`src/rtl/escalonador_pkg.sv`:
```
// -----------------------------------------------------------------------------
// escalonador_pkg
// Shared definitions for the reservation-station scheduler escalonador_uf:
//   - default widths and entry count
//   - functional-unit opcode constants (opcode = instr[15:12])
//   - FSM state enumeration
//   - reservation entry record
//   - saturating age increment helper (used when PRIORIDADE_IDADE_EN is defined)
// -----------------------------------------------------------------------------
package escalonador_pkg;

   localparam int ESC_N_ENTRIES = 4;
   localparam int ESC_DATA_W    = 16;
   localparam int ESC_INSTR_W   = 16;
   localparam int ESC_TAG_W     = 8;
   localparam int ESC_AGE_W     = 3;

   localparam logic [3:0] OP_ADD = 4'b0000;
   localparam logic [3:0] OP_SUB = 4'b0001;
   localparam logic [3:0] OP_SD  = 4'b0010;
   localparam logic [3:0] OP_LD  = 4'b0011;

   typedef enum logic [1:0] {
      LIVRE    = 2'd0,
      DESPACHO = 2'd1,
      ESPERA   = 2'd2
   } estado_t;

   typedef struct packed {
      logic                   valid;
      logic [ESC_INSTR_W-1:0] instr;
      logic [ESC_TAG_W-1:0]   num;
      logic [ESC_DATA_W-1:0]  v1;
      logic [ESC_DATA_W-1:0]  v2;
      logic                   pend1;
      logic [ESC_TAG_W-1:0]   q1;
      logic                   pend2;
      logic [ESC_TAG_W-1:0]   q2;
      logic [ESC_AGE_W-1:0]   age;
   } entrada_t;

   // Saturating increment: an entry that has seen 7+ younger issues stays at 7.
   function automatic logic [ESC_AGE_W-1:0] idade_inc(input logic [ESC_AGE_W-1:0] a);
      logic [ESC_AGE_W-1:0] r;
      r = (a == 3'd7) ? a : (a + 3'd1);
      return r;
   endfunction

endpackage

```
`src/rtl/escalonador_uf_seletor_pronto.sv`:
```
// -----------------------------------------------------------------------------
// seletor_pronto
// Purely combinational selection of the entry to dispatch.
//   valid, pend1, pend2 : per-entry state flags (bit i = entry i)
//   ages                : per-entry 3-bit ages, only present with PRIORIDADE_IDADE_EN
//   idx                 : selected entry index
//   found               : at least one entry is ready
// Ready = valid && !pend1 && !pend2.
// Default build: lowest-index ready entry wins.
// With macro PRIORIDADE_IDADE_EN: the oldest ready entry wins, ties go to the
// lowest index.
// -----------------------------------------------------------------------------
module seletor_pronto
   import escalonador_pkg::*;
#(
   parameter int N_ENTRIES = ESC_N_ENTRIES,
   parameter int IDX_W     = (N_ENTRIES > 1) ? $clog2(N_ENTRIES) : 1
) (
   input  logic [N_ENTRIES-1:0]           valid,
   input  logic [N_ENTRIES-1:0]           pend1,
   input  logic [N_ENTRIES-1:0]           pend2,
`ifdef PRIORIDADE_IDADE_EN
   input  logic [N_ENTRIES*ESC_AGE_W-1:0] ages,
`endif
   output logic [IDX_W-1:0]               idx,
   output logic                           found
);

   logic [N_ENTRIES-1:0] ready;

   // Ready mask and priority scan; a later entry only takes over when it is
   // strictly better, so ties stay with the lower index.
   always_comb begin
      logic                 take;
`ifdef PRIORIDADE_IDADE_EN
      logic [ESC_AGE_W-1:0] best_age;
      best_age = 3'd0;
`endif
      ready = valid & ~pend1 & ~pend2;
      idx   = '0;
      found = 1'b0;
      take  = 1'b0;
      for (int i = 0; i < N_ENTRIES; i++) begin
`ifdef PRIORIDADE_IDADE_EN
         take     = ready[i] && (!found || (ages[i*ESC_AGE_W +: ESC_AGE_W] > best_age));
         best_age = take ? ages[i*ESC_AGE_W +: ESC_AGE_W] : best_age;
`else
         take     = ready[i] && !found;
`endif
         idx   = take ? IDX_W'(i) : idx;
         found = found | take;
      end
   end

endmodule

```
`src/rtl/escalonador_uf.sv`:
```
// -----------------------------------------------------------------------------
// escalonador_uf
// Reservation-station scheduler in front of one functional unit (FU).
// Holds issued instructions until both operands are known (snooping the CDB),
// then dispatches one entry at a time using the FU enable/available/done
// handshake. Only one instruction is outstanding in the FU at any time.
//
// Ports:
//   clock, reset                 : posedge clock, asynchronous active-high reset
//   issue_valid / issue_ready    : issue handshake (ready while an entry is free)
//   issue_instr, issue_num       : instruction word and its result tag
//   issue_v1/v2, issue_q1/q2,
//   issue_q1_pend/q2_pend        : operand values or producer tags
//   cdb_valid, cdb_tag, cdb_data : common data bus broadcast
//   uf_disponivel, uf_done       : FU available flag and completion pulse
//   disp_en                      : one-cycle dispatch pulse (FU instrEn)
//   disp_instr/num/r1/r2         : dispatched instruction, held until next dispatch
//   ocupacao                     : number of valid entries
//
// Configuration macro: PRIORIDADE_IDADE_EN (age-based selection of the oldest
// ready entry; undefined = strict lowest-index ready entry).
// -----------------------------------------------------------------------------
module escalonador_uf
   import escalonador_pkg::*;
#(
   parameter int N_ENTRIES = ESC_N_ENTRIES,
   parameter int DATA_W    = ESC_DATA_W,
   parameter int INSTR_W   = ESC_INSTR_W,
   parameter int TAG_W     = ESC_TAG_W
) (
   input  logic                           clock,
   input  logic                           reset,
   input  logic                           issue_valid,
   output logic                           issue_ready,
   input  logic [INSTR_W-1:0]             issue_instr,
   input  logic [TAG_W-1:0]               issue_num,
   input  logic [DATA_W-1:0]              issue_v1,
   input  logic [DATA_W-1:0]              issue_v2,
   input  logic                           issue_q1_pend,
   input  logic                           issue_q2_pend,
   input  logic [TAG_W-1:0]               issue_q1,
   input  logic [TAG_W-1:0]               issue_q2,
   input  logic                           cdb_valid,
   input  logic [TAG_W-1:0]               cdb_tag,
   input  logic [DATA_W-1:0]              cdb_data,
   input  logic                           uf_disponivel,
   input  logic                           uf_done,
   output logic                           disp_en,
   output logic [INSTR_W-1:0]             disp_instr,
   output logic [TAG_W-1:0]               disp_num,
   output logic [DATA_W-1:0]              disp_r1,
   output logic [DATA_W-1:0]              disp_r2,
   output logic [$clog2(N_ENTRIES+1)-1:0] ocupacao
);

   localparam int IDX_W = (N_ENTRIES > 1) ? $clog2(N_ENTRIES) : 1;
   localparam int OCC_W = $clog2(N_ENTRIES + 1);

   entrada_t             ent      [N_ENTRIES];
   entrada_t             ent_next [N_ENTRIES];
   entrada_t             nova;
   estado_t              estado;
   estado_t              estado_next;
   logic [N_ENTRIES-1:0] valid_vec;
   logic [N_ENTRIES-1:0] pend1_vec;
   logic [N_ENTRIES-1:0] pend2_vec;
   logic [IDX_W-1:0]     sel_idx;
   logic                 sel_found;
   logic [IDX_W-1:0]     free_idx;
   logic                 accept;
   logic                 dispatch;
   logic [OCC_W-1:0]     ocupacao_next;
`ifdef PRIORIDADE_IDADE_EN
   logic [N_ENTRIES*ESC_AGE_W-1:0] ages_vec;
`endif

   // A free entry always exists while ocupacao is below capacity, so
   // free_idx is meaningful whenever issue_ready is high.
   assign issue_ready = (ocupacao != OCC_W'(N_ENTRIES));
   assign accept      = issue_valid && issue_ready;

   // Flatten registered entry flags for the selector and find the lowest free slot.
   always_comb begin
      logic got_free;
      got_free = 1'b0;
      free_idx = '0;
      for (int i = 0; i < N_ENTRIES; i++) begin
         valid_vec[i] = ent[i].valid;
         pend1_vec[i] = ent[i].pend1;
         pend2_vec[i] = ent[i].pend2;
`ifdef PRIORIDADE_IDADE_EN
         ages_vec[i*ESC_AGE_W +: ESC_AGE_W] = ent[i].age;
`endif
         free_idx = (!ent[i].valid && !got_free) ? IDX_W'(i) : free_idx;
         got_free = got_free | !ent[i].valid;
      end
   end

   seletor_pronto #(
      .N_ENTRIES (N_ENTRIES),
      .IDX_W     (IDX_W)
   ) u_seletor (
      .valid (valid_vec),
      .pend1 (pend1_vec),
      .pend2 (pend2_vec),
`ifdef PRIORIDADE_IDADE_EN
      .ages  (ages_vec),
`endif
      .idx   (sel_idx),
      .found (sel_found)
   );

   // Build the incoming entry, forwarding a same-cycle CDB value into a pending operand.
   always_comb begin
      nova       = '0;
      nova.valid = 1'b1;
      nova.instr = issue_instr;
      nova.num   = issue_num;
      nova.q1    = issue_q1;
      nova.q2    = issue_q2;
      nova.age   = 3'd0;
      if (issue_q1_pend && cdb_valid && (issue_q1 == cdb_tag)) begin
         nova.v1    = cdb_data;
         nova.pend1 = 1'b0;
      end else begin
         nova.v1    = issue_v1;
         nova.pend1 = issue_q1_pend;
      end
      if (issue_q2_pend && cdb_valid && (issue_q2 == cdb_tag)) begin
         nova.v2    = cdb_data;
         nova.pend2 = 1'b0;
      end else begin
         nova.v2    = issue_v2;
         nova.pend2 = issue_q2_pend;
      end
   end

   // FSM next state; a dispatch only fires from LIVRE with a ready entry and an available FU.
   always_comb begin
      estado_next = estado;
      dispatch    = 1'b0;
      case (estado)
         LIVRE: begin
            if (sel_found && uf_disponivel) begin
               dispatch    = 1'b1;
               estado_next = DESPACHO;
            end else begin
               estado_next = LIVRE;
            end
         end
         // The FU samples instrEn on this edge; uf_done is not meaningful yet.
         DESPACHO: estado_next = ESPERA;
         ESPERA: begin
            if (uf_done) begin
               estado_next = LIVRE;
            end else begin
               estado_next = ESPERA;
            end
         end
         default: estado_next = LIVRE;
      endcase
   end

   // Per-entry next state: CDB capture, ageing, dispatch release and issue write.
   // The dispatched entry is valid and the issue target is invalid, so the two
   // never land on the same entry within one edge.
   always_comb begin
      for (int i = 0; i < N_ENTRIES; i++) begin
         ent_next[i] = ent[i];
         if (ent[i].valid && ent[i].pend1 && cdb_valid && (ent[i].q1 == cdb_tag)) begin
            ent_next[i].v1    = cdb_data;
            ent_next[i].pend1 = 1'b0;
         end else begin
            ent_next[i].pend1 = ent[i].pend1;
         end
         if (ent[i].valid && ent[i].pend2 && cdb_valid && (ent[i].q2 == cdb_tag)) begin
            ent_next[i].v2    = cdb_data;
            ent_next[i].pend2 = 1'b0;
         end else begin
            ent_next[i].pend2 = ent[i].pend2;
         end
`ifdef PRIORIDADE_IDADE_EN
         if (accept && ent[i].valid) begin
            ent_next[i].age = idade_inc(ent[i].age);
         end else begin
            ent_next[i].age = ent[i].age;
         end
`else
         ent_next[i].age = 3'd0;
`endif
         if (dispatch && (sel_idx == IDX_W'(i))) begin
            ent_next[i].valid = 1'b0;
         end else if (accept && (free_idx == IDX_W'(i))) begin
            ent_next[i] = nova;
         end else begin
            ent_next[i].valid = ent[i].valid;
         end
      end
   end

   // Occupancy tracks issues in and dispatches out; both on one edge cancel.
   always_comb begin
      case ({accept, dispatch})
         2'b10:   ocupacao_next = ocupacao + OCC_W'(1);
         2'b01:   ocupacao_next = ocupacao - OCC_W'(1);
         default: ocupacao_next = ocupacao;
      endcase
   end

   // FSM state register.
   always_ff @(posedge clock or posedge reset) begin
      if (reset) begin
         estado <= LIVRE;
      end else begin
         estado <= estado_next;
      end
   end

   // Reservation entries and occupancy count.
   always_ff @(posedge clock or posedge reset) begin
      if (reset) begin
         for (int i = 0; i < N_ENTRIES; i++) begin
            ent[i] <= '0;
         end
         ocupacao <= '0;
      end else begin
         for (int i = 0; i < N_ENTRIES; i++) begin
            ent[i] <= ent_next[i];
         end
         ocupacao <= ocupacao_next;
      end
   end

   // Dispatch outputs: pulse on the dispatch edge, payload held until the next
   // dispatch because the FU re-reads instr while it is busy.
   always_ff @(posedge clock or posedge reset) begin
      if (reset) begin
         disp_en    <= 1'b0;
         disp_instr <= '0;
         disp_num   <= '0;
         disp_r1    <= '0;
         disp_r2    <= '0;
      end else begin
         disp_en <= dispatch;
         if (dispatch) begin
            disp_instr <= ent[sel_idx].instr;
            disp_num   <= ent[sel_idx].num;
            disp_r1    <= ent[sel_idx].v1;
            disp_r2    <= ent[sel_idx].v2;
         end else begin
            disp_instr <= disp_instr;
            disp_num   <= disp_num;
            disp_r1    <= disp_r1;
            disp_r2    <= disp_r2;
         end
      end
   end

endmodule

```
`config.mk`:
```
export PLATFORM = sky130hd
export DESIGN_NAME = escalonador_uf
export DESIGN_NICKNAME = d
export VERILOG_FILES = /design/src/rtl/escalonador_pkg.sv /design/src/rtl/escalonador_uf_seletor_pronto.sv /design/src/rtl/escalonador_uf.sv
export SDC_FILE = /design/constraint.sdc
export NUM_CORES = 1
export LEC_CHECK = 0
export BUFFER_PORTS_ARGS = -buffer_cell sky130_fd_sc_hd__clkbuf_2
export CORE_ASPECT_RATIO = 0.8
export CORE_UTILIZATION = 35
export DETAILED_ROUTE_END_ITERATION = 10
export GPL_TIMING_DRIVEN = 0
export PLACE_DENSITY = 0.48
export SETUP_SLACK_MARGIN = 0.15
export SLEW_MARGIN = 25
export SYNTH_ARGS = -nofsm -noshare
export SYNTH_HDL_FRONTEND = slang
export SYNTH_HIERARCHICAL = 1
export SYNTH_SLANG_ARGS = --single-unit
```
`constraint.sdc`:
```
create_clock -name clock -period 16.55 [get_ports clock]
set_input_delay 2.4825 -clock clock [delete_from_list [all_inputs] [get_ports clock]]
set_output_delay 2.4825 -clock clock [all_outputs]
set_load 0.03 [all_outputs]
```
; ---- After elaboration in Yosys (flattened, before gate mapping)
; Cells that the tools add are included.
[word_totals]
ff_bits = 374
inputBits = 104
out_inout_bits = 61
word_cells = 201
[classes]
addsub = 2
order_cmp = 1
n_eq_ne = 21
muxes = 51
bitwise = 14
reduce_logical = 65
[op_table]
columns = op, count
row1 = $mux W53, 8
row2 = $mux W16, 10
row3 = $bmux W78 S2, 1
row4 = $mux W77, 2
row5 = $eq A8 B8 Y1, 10
row6 = $logic_and A1 B1 Y1, 44
row7 = $mux W1, 23
row8 = $eq A2 B2 Y1 const B, 6
row9 = $mux W2, 5
row10 = $reduce_bool A2 Y1, 5
row11 = $logic_not A1 Y1, 9
row12 = $and A4 B4 Y4, 2
row13 = $eq A2 B1 Y1 const B, 4
row14 = $not A4 Y4, 2
row15 = $reduce_and A2 Y1, 4
row16 = $logic_not A2 Y1, 3
row17 = $pmux W2 S3, 1
row18 = $pmux W3 S2, 1
row19 = $or A1 B1 Y1, 5
row20 = $not A1 Y1, 4
row21 = $add A3 B1 Y3 const B, 1
row22 = $ge A3 B3 Y1 const B, 1
row23 = $ne A3 B3 Y1 const B, 1
row24 = $not A2 Y3, 1
row25 = $sub A3 B1 Y3 const B, 1

; ---- Longest topological paths before layout
; Gate-level depths: netlist (run 1).
[depth]
depth_word = 18
mapped_depth = 13

; ---- Modules after synthesis
; Netlist (run 1), hierarchy kept.
[by_module_without_submodules]
columns = mod, n_inst, cells_each, area_per_inst_um2, seq_area_each_um2
row1 = escalonador_uf, 1, 1665, 16533.4, 9033.7
row2 = seletor_pronto, 1, 11, 61.3, 0.0

; ---- Least setup slack after synthesis (run 1)
; No wires, ideal clock.
[synth_path]
kind = input to register
startpoint = input cdb_tag[7]
endpoint = register ent[183] (netlist bit)
t_arrival_ns = 4.130
t_required_ns = 16.432
slack_ns = 12.302
cell_stages = 9
n_path_buf = 3
cell_sequence = buf_6 xnor2_1 nand4_1 or4_4 and2_4 buf_6 buf_8 a22o_1 a21o_1
[synth_lines]
columns = element, line_no
row1 = "start, declared", escalonador_uf.sv:44  ; input logic [TAG_W-1:0] cdb_tag,
row2 = "end signal, assigned by index", escalonador_uf.sv:228  ; ent[i] <= ent_next[i];
row3 = "end, declared", escalonador_uf.sv:59  ; entrada_t ent [N_ENTRIES];

==> metrics, run 1 <==
Inst Count DP 2432; Clock Skew 0.0178 ns; CP Data Arrival Time 5.29 ns; via count of the first global-routing pass 13.1k; pin count of the biggest net entering global routing 90; RSZ-0062 raised after global routing no; GR Util All Layers 22.1%; Seq/Total Area, Yosys 54.4%; Yosys reg bits 361; Slew Viols, Final 0; RD Place Congestion 0.801; routed len/inst 20.7 um; type of origin of the critical path input port; Mapped Avg Cell Area 9.90 um2; synthesized instance count 1676; overall power 4.30 mW; Final period util 29.3%; Finished Layout Cells 2506; Achievable Freq 206 MHz; Yosys warning count 6; CTS Buf Count 41; DP HPWL 35.6 mm; Net Count, Synth 1782; post-route ant nets 0; Setup Viol. Count Final 0; Post-synth EDFFs 0; top_reg_cell synth dfrtp_1; Via density 5.10; Hold WS 0.467 ns; Die X-Extent 245 um; Hold Path Origin disp_r2[13]; placed inst area 18200 um2; TNS Setup 0 ns; GR Overflow Total 0; Crit Path Category input port to flop; final instance area 19600 um2; Synth-to-Final Area Change 18.0%; Finished Core Util 42.3%; Yosys cell types 47; CP Data Required Time 16.98 ns; vias post-DR 12.8k; final-report hold violation count 0; most frequent cells in the layout 544 x nand2_1, 361 x dfrtp_1, 230 x nor2_1, 150 x clkbuf_2, 112 x o22ai_1; crit-path max FO 10; Pre-antenna DRT Iters 5; Setup WS pre-CTS 11.18 ns; # rows 70; final worst setup slack 11.70 ns; PwrDens 220 nW/um2; initial antenna violation count 4; # H-tree levels 2; class of the worst hold path flop to flop; most common library cell in the layout ignoring fill and taps nand2_1; DRT iter0 DRCs 964; Post-CTS Setup Bufs 0; async set or reset register ratio after synthesis 100%; Worst Max-Slew Pin Slew 1.09 ns; Leakage Power 9.18 nW; clock root buffer clkbuf_16; max cap viols 0; worst r2r src ent[77]; TritonCTS clock tree yes; WL final 51.9 mm; # nets final 1969; Initial Utilization 35.9%; die area 48300 um2; fill count 4558; Die Ht 197 um; num ports 165; slew margin rel. 27.1%; Setup crit end kind flop; Worst setup startpoint uf_disponivel; outcome complete, no violations; VDD IR-drop max 0.0000903 V; Post-Syn Area 16600 um2; Clock Sinks 361; maximum buffer depth of the clock tree 3; Clk Latency, worst-skew pair 0.56 ns; post-CTS sizing 0; CTS Hold Bufs 0; first-pass GRT wire length 81.1 mm; DRC 0; share of layout cells above drive strength 1 19.8%; core area 46200 um2; Clock transition at path regs 0.06 ns; min cycle time layout 4.85 ns; Port Buffers 139
[critical path: stages]
cell	delay, ns
clkbuf_2	0.08
nand4bb_1	0.15
buf_2	0.25
inv_2	0.08
and3_1	0.21
nor4_2	0.81
nand2_1	0.45
clkbuf_1	0.40
o22ai_1	0.28
nor2_1	0.08
[worst paths after layout]
| path | to | slack [ns] | cells after the start |
|---|---|---|---|
| max | ent[46] | 11.70 | 10 |
| min | disp_r2[13] | 0.47 | 2 |
| max reg2reg | disp_r1[15] | 12.68 | 9 |
| min reg2reg | disp_r2[13] | 0.47 | 2 |
| max in group asynchronous | ent[124] | 13.37 | 5 |
| min in group asynchronous | ent[84] | 2.06 | 3 |
[logic make-up (layout without fill, tap and decap cells)]
family                   Yosys count  after routing  share of synthesized area [%]
buffers and inverters            117            333                           3.47
multiplexers                     100            100                           10.6
adder cells (fa/ha/maj)            2              2                          0.196
other                              0              2                              0
XOR/XNOR                          83             83                           4.43
AND/OR/NAND/NOR                  849            849                           20.3
AO/OA/AOI/OAI                    164            164                           6.54
flip-flops                       361            361                           54.4
[area by class of cell]
| cell class | count | area (um2) | area share (%) |
|---|---|---|---|
| flip-flops and latches | 361 | 9030 | 46.1 |
| multi-input cells | 1198 | 6990 | 35.7 |
| clock buffers | 58 | 1210 | 6.18 |
| repair buffers | 144 | 833 | 4.26 |
| well taps | 612 | 766 | 3.91 |
| plain buffers | 111 | 554 | 2.83 |
| clock inverters | 14 | 156 | 0.799 |
| inverters | 6 | 30.0 | 0.153 |
| diodes | 2 | 5.00 | 0.0256 |
[flip-flops by register name, summed over array words and instances (netlist names)]
signal,count
disp_instr,16
disp_num,8
disp_r1,16
disp_r2,16
ent,300
estado,2
ocupacao,3
[report_power, final]
| group | internal [mW] | switching (mW) |
|---|---|---|
| clock | 0.555 | 0.378 |
| sequential | 1.32 | 0.248 |
| combinational | 0.788 | 1.02 |
[cell usage after synthesis (all sizes together) (8+ instances only)]
master	n	area share, %
dfrtp	361	54
a21o	16	0.72
clkbuf	55	1.4
o22ai	112	4.2
nand4	12	0.45
buf	56	2.0
or4	8	0.38
nand2	545	12
o21ai	9	0.27
nand3	29	0.87
a22o	16	0.89
xnor2	75	4.0
mux4	56	7.6
mux2	43	2.9
nor2	230	5.2
xor2	8	0.42
[layer usage]
| layer | GRT usage [%] | routed length (um) | vias to the layer above |
|---|---|---|---|
| li1 | - | - | 5980 |
| met1 | 32.0 | 24500 | 6394 |
| met4 | 5.96 | 1040 | 4 |
| met2 | 34.4 | 23800 | 326 |
| met5 | 0 | 31 | - |
| met3 | 3.36 | 2630 | 70 |
Note: power is estimated with default switching activity, not from simulation.
==> inputs of run 2 (changes only) <==
--- a/config.mk
+++ b/config.mk
@@ -5,12 +5,13 @@
 export SDC_FILE = /design/constraint.sdc
 export NUM_CORES = 1
 export LEC_CHECK = 0
+export ABC_AREA = 1
 export BUFFER_PORTS_ARGS = -buffer_cell sky130_fd_sc_hd__clkbuf_2
 export CORE_ASPECT_RATIO = 0.8
 export CORE_UTILIZATION = 35
 export DETAILED_ROUTE_END_ITERATION = 10
 export GPL_TIMING_DRIVEN = 0
-export PLACE_DENSITY = 0.48
+export PLACE_DENSITY = 0.47
 export SETUP_SLACK_MARGIN = 0.15
 export SLEW_MARGIN = 25
 export SYNTH_ARGS = -nofsm -noshare
==> constraint.sdc (replaced) <==
create_clock -name clock -period 4.53 [get_ports clock]
set_input_delay 0.6795 -clock clock [delete_from_list [all_inputs] [get_ports clock]]
set_output_delay 0.6795 -clock clock [all_outputs]
set_load 0.03 [all_outputs]
==> metrics, run 2 <==
top cells by area, synth dfrtp_1 46%, nand2_1 12%, nand3_1 11%; Seq/Total Area, Yosys 45.8% (-8.7 points); worst r2r src ent[311]; crit-path max FO 11 (+1); Post-Syn Area 19700 um2 (+19%); num ports 165 (unchanged); Synth top cells by count 650 x nand2_1, 425 x nand3_1, 361 x dfrtp_1; # nets final 2798 (+42%); TNS Setup 0 ns (unchanged); Final period util 70.0%; vias post-DR 18.2k (+42%); Clock Skew 0.0253 ns (+0.00756 ns); PwrDens 714 nW/um2 (+220%); maximum buffer depth of the clock tree 3 (unchanged); routed len/inst 22.4 um (+8.3%); top-count cell post-synth nand2_1; Net Count, Synth 2577 (+45%); Die X-Extent 267 um (+9.0%); type of origin of the critical path flop; Yosys warning count 6 (unchanged); Crit Path Category flop to flop; most common library cell in the layout ignoring fill and taps nand2_1; synthesized instance count 2471 (+47%); die area 57300 um2 (+19%); CP Capture Point ocupacao[1]; top_reg_cell synth dfrtp_1; Hold WS 0.0695 ns (-0.398 ns); Port Buffers 163 (+17%); final worst setup slack 1.36 ns (-10.34 ns); via count of the first global-routing pass 17.9k (+37%); final-report hold violation count 0 (unchanged); Setup crit end kind flop; area taken by multi-input logic gates 8720 um2 (+25%); Clock transition at path regs 0.06 ns (about the same); VDD IR-drop max 0.000334 V (+270%); share of layout cells above drive strength 1 17.3% (-2.5 points); cell depth of the worst flop-to-flop path 13 (+4); min cycle time layout 3.17 ns; cell family with most CP delay buffers and inverters; largest reg by FF count ent; GR Util All Layers 27.3% (+5.2 points); r2r endpoint ocupacao[1]; Synth-to-Final Area Change 17.5%; Mapped Avg Cell Area 7.99 um2 (-19%); area share of the leading cell type in the synthesized netlist 45.8% (-8.7 points); outcome complete, no violations; Setup Viol. Count Final 0 (unchanged); # H-tree levels 2 (unchanged); Leakage Power 11.4 nW (+24%); post-CTS sizing 0 (unchanged); register area 9030 um2 (unchanged); class of the worst hold path input port to asynchronous set/reset pin; Pre-antenna DRT Iters 6 (+1); CP peak stage delay 0.48 ns (-0.33 ns); DP HPWL 55.3 mm (+55%); Initial Utilization 35.6% (-0.32 points); Achievable Freq 315 MHz; DRT iter0 DRCs 1809 (+88%); # rows 77 (+10%); Yosys cell types 48 (+2.1%); Yosys reg bits 361 (unchanged); pin count of the biggest net entering global routing 32 (-64%); worst-path cell chain inv_1 -> nor2_2 -> nand2_2 -> nand2_2 -> inv_1 -> nand2_1 -> nand3_2 -> inv_2 -> buf_2 -> buf_2 -> ha_1 -> fa_1 -> mux2_2; Finished Core Util 41.8% (-0.57 points); Critical-path top delay cell dfrtp_1; Slew Viols, Final 0 (unchanged); CTS Hold Bufs 0 (unchanged); clock root buffer clkbuf_16; Setup WS pre-CTS 1.40 ns (-9.78 ns); Worst setup startpoint ent[311]; Post-synth EDFFs 0 (unchanged); RSZ-0062 raised after global routing no; overall power 16.6 mW (+280%); CP Buf/Inv Count 5 (+1); WL final 78.0 mm (+50%); GR Overflow Total 0 (unchanged); max reg flops 300 (unchanged); Via density 5.23 (+2.6%); initial antenna violation count 0 (-4); FF-to-FF setup slack 1.36 ns (-11.32 ns); Die Ht 214 um (+9.0%); max cap viols 0 (unchanged); fill count 5778 (+27%); most frequent cells in the layout 650 x nand2_1, 425 x nand3_1, 361 x dfrtp_1, 269 x inv_1, 165 x clkbuf_2; first-pass GRT wire length 116 mm (+43%); CTS Buf Count 42 (+2.4%); Post-CTS Setup Bufs 0 (unchanged); async set or reset register ratio after synthesis 100% (unchanged); TritonCTS clock tree yes; RD Place Congestion 0.883 (+10%); Clk Latency, worst-skew pair 0.59 ns (+0.03 ns); post-route ant nets 0 (unchanged); cell taking the most area after synthesis dfrtp_1; Critical Path Stages 13 (+3); n_diodes 0 (-2); CP Data Arrival Time 3.63 ns (-1.66 ns); CP Data Required Time 4.99 ns (-11.99 ns); slew margin rel. 23.5% (-3.5 points); DRC 0 (unchanged); Worst Max-Slew Pin Slew 1.15 ns (+0.0620 ns); core area 55500 um2 (+20%); Clock Sinks 361 (unchanged)
[run 2: cell types whose count changed in the layout (fill, tap and decap cells not counted), sizes merged, moves of 42 or more]
cell / before / now
nand3: 29 / 453
inv: 8 / 285
o21ai: 9 / 171
nand2: 545 / 696
o22ai: 112 / 1
nor2: 230 / 136
a22oi: 0 / 69
buf: 60 / 123
mux4: 56 / 0
a41oi: 0 / 43
mux2: 43 / 1
[run 2: cell type report]
type | instances | area share (%)
repair buffers | 177 | 4.79
flip-flops and latches | 361 | 39.0
well taps | 750 | 4.05
clock buffers | 63 | 5.31
multi-input cells | 1671 | 37.6
inverters | 300 | 4.87
plain buffers | 139 | 3.69
clock inverters | 13 | 0.696
[run 2: worst min-delay path by stage]
| stage | startpoint | end | slack, ns | cells after the start |
|---|---|---|---|---|
| after floorplan | ent[55] | ent[55] | 0.45 | 2 |
| after global placement | ent[61] | ent[61] | 0.46 | 2 |
| after detailed placement | ent[63] | ent[63] | 0.47 | 2 |
| after CTS | reset | ent[238] | 0.06 | 2 |
| after global routing | reset | ent[238] | 0.11 | 2 |
| final | reset | ent[238] | 0.07 | 2 |
[run 2: logic make-up after synthesis]
family | count (synthesis) | synth area share [%]
buffers and inverters | 439 | 10.0
and+or+nand+nor | 1314 | 32.0
AOI/OAI and AO/OA | 314 | 10.0
muxes | 1 | 0.0571
xor gates and xnor gates | 40 | 1.97
adders and majority gates | 2 | 0.165
DFF | 361 | 45.8
[run 2: metal layers]
metal / share of wire, % / global-route usage [%] / up-vias
met2: 44 / 41.7 / 665
met1: 46 / 39.5 / 8861
met5: 0 / 0 / -
li1: - / - / 8517
met3: 6.6 / 4.16 / 132
met4: 2.9 / 8.70 / 0
[run 2: metrics by stage]
stage / cells / cell area (um2)
3_3_place_gp: 3384 / 21500
6_report: 3474 / 23200
2_1_floorplan: 2471 / 19700
3_5_place_dp: 3398 / 21800
5_1_grt: 3474 / 23200
4_1_cts: 3474 / 23200
[run 2: power breakdown]
part | internal (mW) | leakage (nW) | switching [mW] | total, mW
Clock | 2.05 | 0.684 | 1.47 | 3.52
Combinational | 2.32 | 6.38 | 4.94 | 7.27
Sequential | 4.78 | 4.33 | 0.985 | 5.77
